--- config.mk ---
export PLATFORM = sky130hd
export DESIGN_NAME = simon32_decrypt_core
export DESIGN_NICKNAME = d
export VERILOG_FILES = /design/src/rtl/simon32_decrypt_core.sv
export SDC_FILE = /design/constraint.sdc
export NUM_CORES = 1
export LEC_CHECK = 0
export ABC_AREA = 1
export BUFFER_PORTS_ARGS = -buffer_cell sky130_fd_sc_hd__clkbuf_2
export CELL_PAD_IN_SITES_DETAIL_PLACEMENT = 1
export CELL_PAD_IN_SITES_GLOBAL_PLACEMENT = 1
export CORE_MARGIN = 2
export CORE_UTILIZATION = 30
export CTS_BUF_LIST = sky130_fd_sc_hd__clkbuf_8
export DETAILED_ROUTE_END_ITERATION = 8
export GPL_TIMING_DRIVEN = 0
export PLACE_DENSITY_LB_ADDON = 0.1
export REMOVE_ABC_BUFFERS = 1
export SLEW_MARGIN = 20
export SYNTH_ARGS = -nofsm -noshare
export SYNTH_HDL_FRONTEND = slang
export SYNTH_SLANG_ARGS = --single-unit
--- constraint.sdc ---
create_clock -name clk -period 4.3 [get_ports clk]
set_input_delay 0 -clock clk [delete_from_list [all_inputs] [get_ports clk]]
set_output_delay 0 -clock clk [all_outputs]
set_load 0.02 [all_outputs]
--- src/rtl/simon32_decrypt_core.sv ---
// Simon 32/64 block decryptor: forward key expansion into a local round-key file,
// then 32 inverse rounds in reverse key order, one per clock. Caches the last expanded key.
module simon32_decrypt_core #(
    parameter int          ROUNDS  = 32,
    parameter logic [61:0] Z0      = 62'b11111010001001010110000111001101111101000100101011000011100110,
    parameter logic [15:0] C_CONST = 16'hFFFC
) (
    input  logic        clk,
    input  logic        rst,
    input  logic        in_valid,
    output logic        in_ready,
    input  logic [31:0] ct,
    input  logic [63:0] key,
    output logic        out_valid,
    input  logic        out_ready,
    output logic [31:0] pt,
    output logic        busy
);

    localparam int IW = $clog2(ROUNDS);

    typedef enum logic [1:0] {
        S_IDLE,
        S_EXPAND,
        S_ROUND,
        S_DONE
    } state_t;

    state_t          state_q, state_d;
    logic [IW-1:0]   idx_q, idx_d;
    logic [15:0]     x_q, x_d;
    logic [15:0]     y_q, y_d;
    logic [63:0]     key_q, key_d;
    logic            cached_q, cached_d;
    logic [15:0]     rk_q [ROUNDS];

    logic            hit;
    logic            load_key;
    logic            rk_we;
    logic [15:0]     km1, km3, km4, tmp_a, tmp_b, rk_new;
    logic [5:0]      z_idx;
    logic [15:0]     rk_cur, f_y;

    function automatic logic [15:0] rol16(input logic [15:0] w, input int unsigned n);
        return (w << n) | (w >> (16 - n));
    endfunction

    assign hit = cached_q && (key == key_q);

    // Key expansion: k[i] from k[i-1], k[i-3], k[i-4]; z0 is read MSB-first.
    always_comb begin
        km1    = rk_q[idx_q - IW'(1)];
        km3    = rk_q[idx_q - IW'(3)];
        km4    = rk_q[idx_q - IW'(4)];
        tmp_a  = rol16(km1, 13) ^ km3;
        tmp_b  = tmp_a ^ rol16(tmp_a, 15);
        z_idx  = 6'd61 - (6'(idx_q) - 6'd4);
        rk_new = km4 ^ C_CONST ^ tmp_b ^ {15'b0, Z0[z_idx]};
    end

    always_comb begin
        rk_cur = rk_q[idx_q];
        f_y    = (rol16(y_q, 1) & rol16(y_q, 8)) ^ rol16(y_q, 2);
    end

    always_comb begin
        state_d   = state_q;
        idx_d     = idx_q;
        x_d       = x_q;
        y_d       = y_q;
        key_d     = key_q;
        cached_d  = cached_q;
        rk_we     = 1'b0;
        load_key  = 1'b0;
        in_ready  = (state_q == S_IDLE);
        out_valid = (state_q == S_DONE);
        busy      = (state_q == S_EXPAND) || (state_q == S_ROUND);
        pt        = (state_q == S_DONE) ? {x_q, y_q} : 32'h0;

        case (state_q)
            S_IDLE: begin
                if (in_valid) begin
                    x_d = ct[31:16];
                    y_d = ct[15:0];
                    if (hit) begin
                        state_d = S_ROUND;
                        idx_d   = IW'(ROUNDS - 1);
                    end else begin
                        // Key words are overwritten now, so the old cache entry is gone.
                        load_key = 1'b1;
                        key_d    = key;
                        cached_d = 1'b0;
                        state_d  = S_EXPAND;
                        idx_d    = IW'(4);
                    end
                end
            end
            S_EXPAND: begin
                rk_we = 1'b1;
                if (idx_q == IW'(ROUNDS - 1)) begin
                    cached_d = 1'b1;
                    state_d  = S_ROUND;
                end else begin
                    idx_d = idx_q + IW'(1);
                end
            end
            S_ROUND: begin
                x_d = y_q;
                y_d = x_q ^ f_y ^ rk_cur;
                if (idx_q == IW'(0)) begin
                    state_d = S_DONE;
                end else begin
                    idx_d = idx_q - IW'(1);
                end
            end
            S_DONE: begin
                if (out_ready) begin
                    state_d = S_IDLE;
                end
            end
            default: state_d = S_IDLE;
        endcase
    end

    always_ff @(posedge clk or posedge rst) begin
        if (rst) begin
            state_q  <= S_IDLE;
            idx_q    <= '0;
            x_q      <= '0;
            y_q      <= '0;
            key_q    <= '0;
            cached_q <= 1'b0;
        end else begin
            state_q  <= state_d;
            idx_q    <= idx_d;
            x_q      <= x_d;
            y_q      <= y_d;
            key_q    <= key_d;
            cached_q <= cached_d;
        end
    end

    // Round-key file has no reset; its contents only matter once the cache flag is set.
    always_ff @(posedge clk) begin
        if (load_key) begin
            for (int j = 0; j < 4; j++) begin
                rk_q[j] <= key[16*j +: 16];
            end
        end else if (rk_we) begin
            rk_q[idx_q] <= rk_new;
        end
    end

endmodule
==> results by stage <==
Drt:
- The post-route DRC violation count is 0.
- The final route contains 39960 vias.
- The number of iterations in the first detailed-routing pass is 7.
- The post-detailed-route count of antenna-violating nets is 0.
- Dividing the detail-routed wire length by the instance count gives between 20 and 30 um.
- In the routed layout, each cell is associated on average with a via count of 5.42.
- Summed over all layers, the routed wires come to roughly 200 mm.
- The detailed router finished its first iteration with 4064 violations.

Floorplan:
- The floorplan has 130 rows.
- The die covers 130000 um2.
- In this run the standard cell core region covers 126000 um2.
- The effective utilization at floorplan is 30.3%.
- The die is between 300 and 400 um wide.
- In this run the count of I/O pins placed on the die edge is ~140.
- The die height is 361 um.

Synthesis:
- The number of distinct library cells after synthesis is 45.
- Yosys mapped a number of flops with a built-in enable equal to 512.
- The synthesized area divided by synthesized cell count is 7.23 um2.
- The cell count after synthesis came out at 5285.
- The synthesized design devotes to its leading area cell type 40.2% of total area.
- The dominant register cell in the synthesized netlist is sky130_fd_sc_hd__edfxtp_1.
- Yosys attributes the largest share of cell area to sky130_fd_sc_hd__edfxtp_1, sky130_fd_sc_hd__nand2_1, sky130_fd_sc_hd__nand3_1.
- The share of synthesized flip-flops with an asynchronous set or reset is 16.9%.
- The sequential share of the synthesized area is 47.1%.
- By instance count, the leading cell after synthesis is sky130_fd_sc_hd__nand2_1.
- The number of synthesis warnings is 0.
- The leading area contributor after synthesis is sky130_fd_sc_hd__edfxtp_1.
- The post-synthesis cell area is 38200 um2.
- By count the netlist is led by sky130_fd_sc_hd__nand2_1, sky130_fd_sc_hd__nand3_1, sky130_fd_sc_hd__edfxtp_1.
- Synthesis inferred slightly above 600 register bits.

Layout:
- After routing the design area is 48400 um2.
- The storage element area is roughly 18000 um2.
- Once layout is complete, the cells apart from fillers number 7372.
- The ratio of cells with drive above 1 in the final layout is 11.3%.
- After the last flow step, the layout net total stands at approximately 5700.
- The area of combinational cells with multiple inputs is 19000 um2.
- The count of filler cells inserted in the layout is 15252.
- Compared with the post-synthesis result, the final layout area differs by 26.7%.

CTS:
- CTS saw 616 sinks.
- At the later pin of the worst-skew pair, clock insertion delay measures 0.88 ns.
- The total number of H-tree levels is 3.
- The root buffer cell chosen for the clock tree is sky130_fd_sc_hd__clkbuf_8.
- The CTS tree is yes.
- The number of buffers added by the clock tree synthesis step is 121.
- The clock-pin slew of the registers on the worst-case setup and hold paths is about 0.060 ns.
- No sink is reached through more buffers than the 3 on the longest clock path.

Critical path:
- The worst setup path is of the register to register kind.
- The slowest library cell on the worst path is sky130_fd_sc_hd__dfrtp_4.
- Traced cell by cell, the critical path runs through buf_12 -> buf_16 -> inv_16 -> buf_16 -> ha_4 -> buf_16 -> buf_16 -> inv_16 -> buf_16 -> nand3_1 -> nand3_1 -> nand3_1 -> nand3_1 -> nand2_2 -> inv_1 -> nand2_1 -> nand2_1 -> nand2_1 -> nand2_1 -> nand2_4 -> and2_4.
- The critical path required time is 4.86 ns.
- The most frequent cell on the critical path is sky130_fd_sc_hd__buf_16.
- STA puts the critical path data arrival time at 4.83 ns.
- The buffers plus inverters on the worst setup path is 9.
- The nature of the critical path endpoint is a register.
- The worst setup path is launched from a register.
- The largest fanout on the critical path is 20.
- In this design, the stage delay of the slowest critical-path cell is 0.49 ns.
- The cell family contributing the most delay on the critical path is simple AND/OR/NAND/NOR gates.

Outcome:
- The run finished with clean final reports.

GRT:
- The global-route wire length before repair is 284 mm.
- After global routing the overflow that remains totals 0.
- The via count of the first global-routing pass is 39547.
- The initial antenna violation count is 10.
- The maximum number of pins on one net before global-route repair is 125.
- The total track usage is 30.1%.

Timing:
- The fmax is 234 MHz.
- The clock tree skew after final layout is 0.0726 ns.
- The worst hold slack after final layout is 0.0566 ns.
- After layout, the worst path uses 99.4% of the clock period.
- Headroom to the max-slew limit came out at 23.3%.
- The count of final setup violators is 0.
- At the pin with the least slew margin, the transition time is 1.15 ns.
- Adding up every negative setup slack in the final design gives 0 ns.
- The number of hold violations in the final report is 0.
- The number of max-slew violations in the final report is 0.
- Setup repair after global routing left no endpoint under its margin.
- The clock period minus worst slack is 4.28 ns.

Place:
- Summed over all nets, the half-perimeter wirelength after detailed placement is 126 mm.
- At the end of routability-driven placement, the weighted congestion stood at 0.898.
- The number of buffers inserted by port buffering is approximately 130.
- Summing all placed instances gives a cell area of 42100 um2.
- Including well taps, the total number of placed cells is 6843.

Job:
- Across the run, the number of max-cap violations was 0.

Worst hold path:
- The classification of the worst-slack hold path is input pin to register.
==> cell families after synthesis <==
| kind of cell | share of synthesized area [%] |
|---|---|
| and+or+nand+nor | 39.0 |
| DFF | 47.1 |
| buffers and inverters | 5.95 |
| AOI/OAI and AO/OA | 5.93 |
| xor gates and xnor gates | 1.49 |
| adders and majority gates | 0.589 |
==> routing by layer <==
metal	GRT usage [%]	routed length [um]	up-vias
li1	-	-	18163
met1	40.6	88100	20041
met2	47.7	90700	1428
met3	5.47	14900	328
met4	12.0	8630	0
met5	0	0	-
==> flip-flops by register name, summed over array words and instances (netlist names) <==
| signal | count |
|---|---|
| rk_q | 512 |
| idx_q | 5 |
| key_q | 64 |
| cached_q | 1 |
| state_q | 2 |
| y_q | 16 |
| x_q | 16 |
==> worst paths after layout <==
kind                                endpoint  slack (ns)  cells past startpoint  startpoint
worst max-delay path            rk_q[11][15]        0.02                     21    idx_q[0]
worst min-delay path             rk_q[0][11]        0.06                      4     key[11]
worst max register to register  rk_q[11][15]        0.02                     21    idx_q[0]
worst min register to register     key_q[41]        0.48                      2   key_q[41]
max in group asynchronous             x_q[6]        3.23                      5         rst
min in group asynchronous          key_q[59]        0.34                      4         rst
==> cell type report <==
cell class                      instances  share of cell area [%]
Timing Repair inverter                  5                  0.0904
Sequential cell                       616                    37.2
Timing Repair Buffer                  505                    12.6
Clock inverter                         97                    1.09
Clock buffer                          124                    3.52
Inverter                              227                    1.95
Tap cell                             1650                    4.26
Multi-Input combinational cell       4146                    39.3
Antenna cell                            2                  0.0103
==> tightest hold or removal path, stage by stage <==
cell	delay [ns]
sky130_fd_sc_hd__dlygate4sd3_1	0.53
sky130_fd_sc_hd__clkbuf_2	0.14
sky130_fd_sc_hd__nand2_1	0.08
sky130_fd_sc_hd__nand2_1	0.07
==> cell usage in the layout (no fill, tap or decap), drive strengths merged, types with 30 or more instances in the layout <==
cell and instances:
nand3 808, and2 31, xor2 30, nor2 250, o21ai 240, dfrtp 104
o22ai 66, buf 157, nand2 2487, inv 266, clkbuf 262, a21oi 52
nor3 31, edfxtp 512, dlygate4sd3 194, clkinv 57
==> what timing repair did <==
item                                    in CTS  in global routing
setup buffers                               43                 17
gates cloned                                48                  6
hold buffers                               194                  0
gates resized for setup                    142                 21
endpoints found under the setup margin     583                488
endpoints found under the hold margin      272                  0
pin swaps                                   25                  4
==> through the flow <==
| step | utilization, % | worst slack (ns) |
|---|---|---|
| floorplan | - | -27.56 |
| global placement | 31.4 | -65.38 |
| detailed placement | 33.4 | -2.81 |
| CTS | 38.1 | 0.00113 |
| global route | 38.4 | 0.0159 |
| finish | 38.4 | 0.0245 |
Power is left out: the tool's default activity adds up to more than one toggle a clock period on the data nets, which glitch-free logic cannot reach.
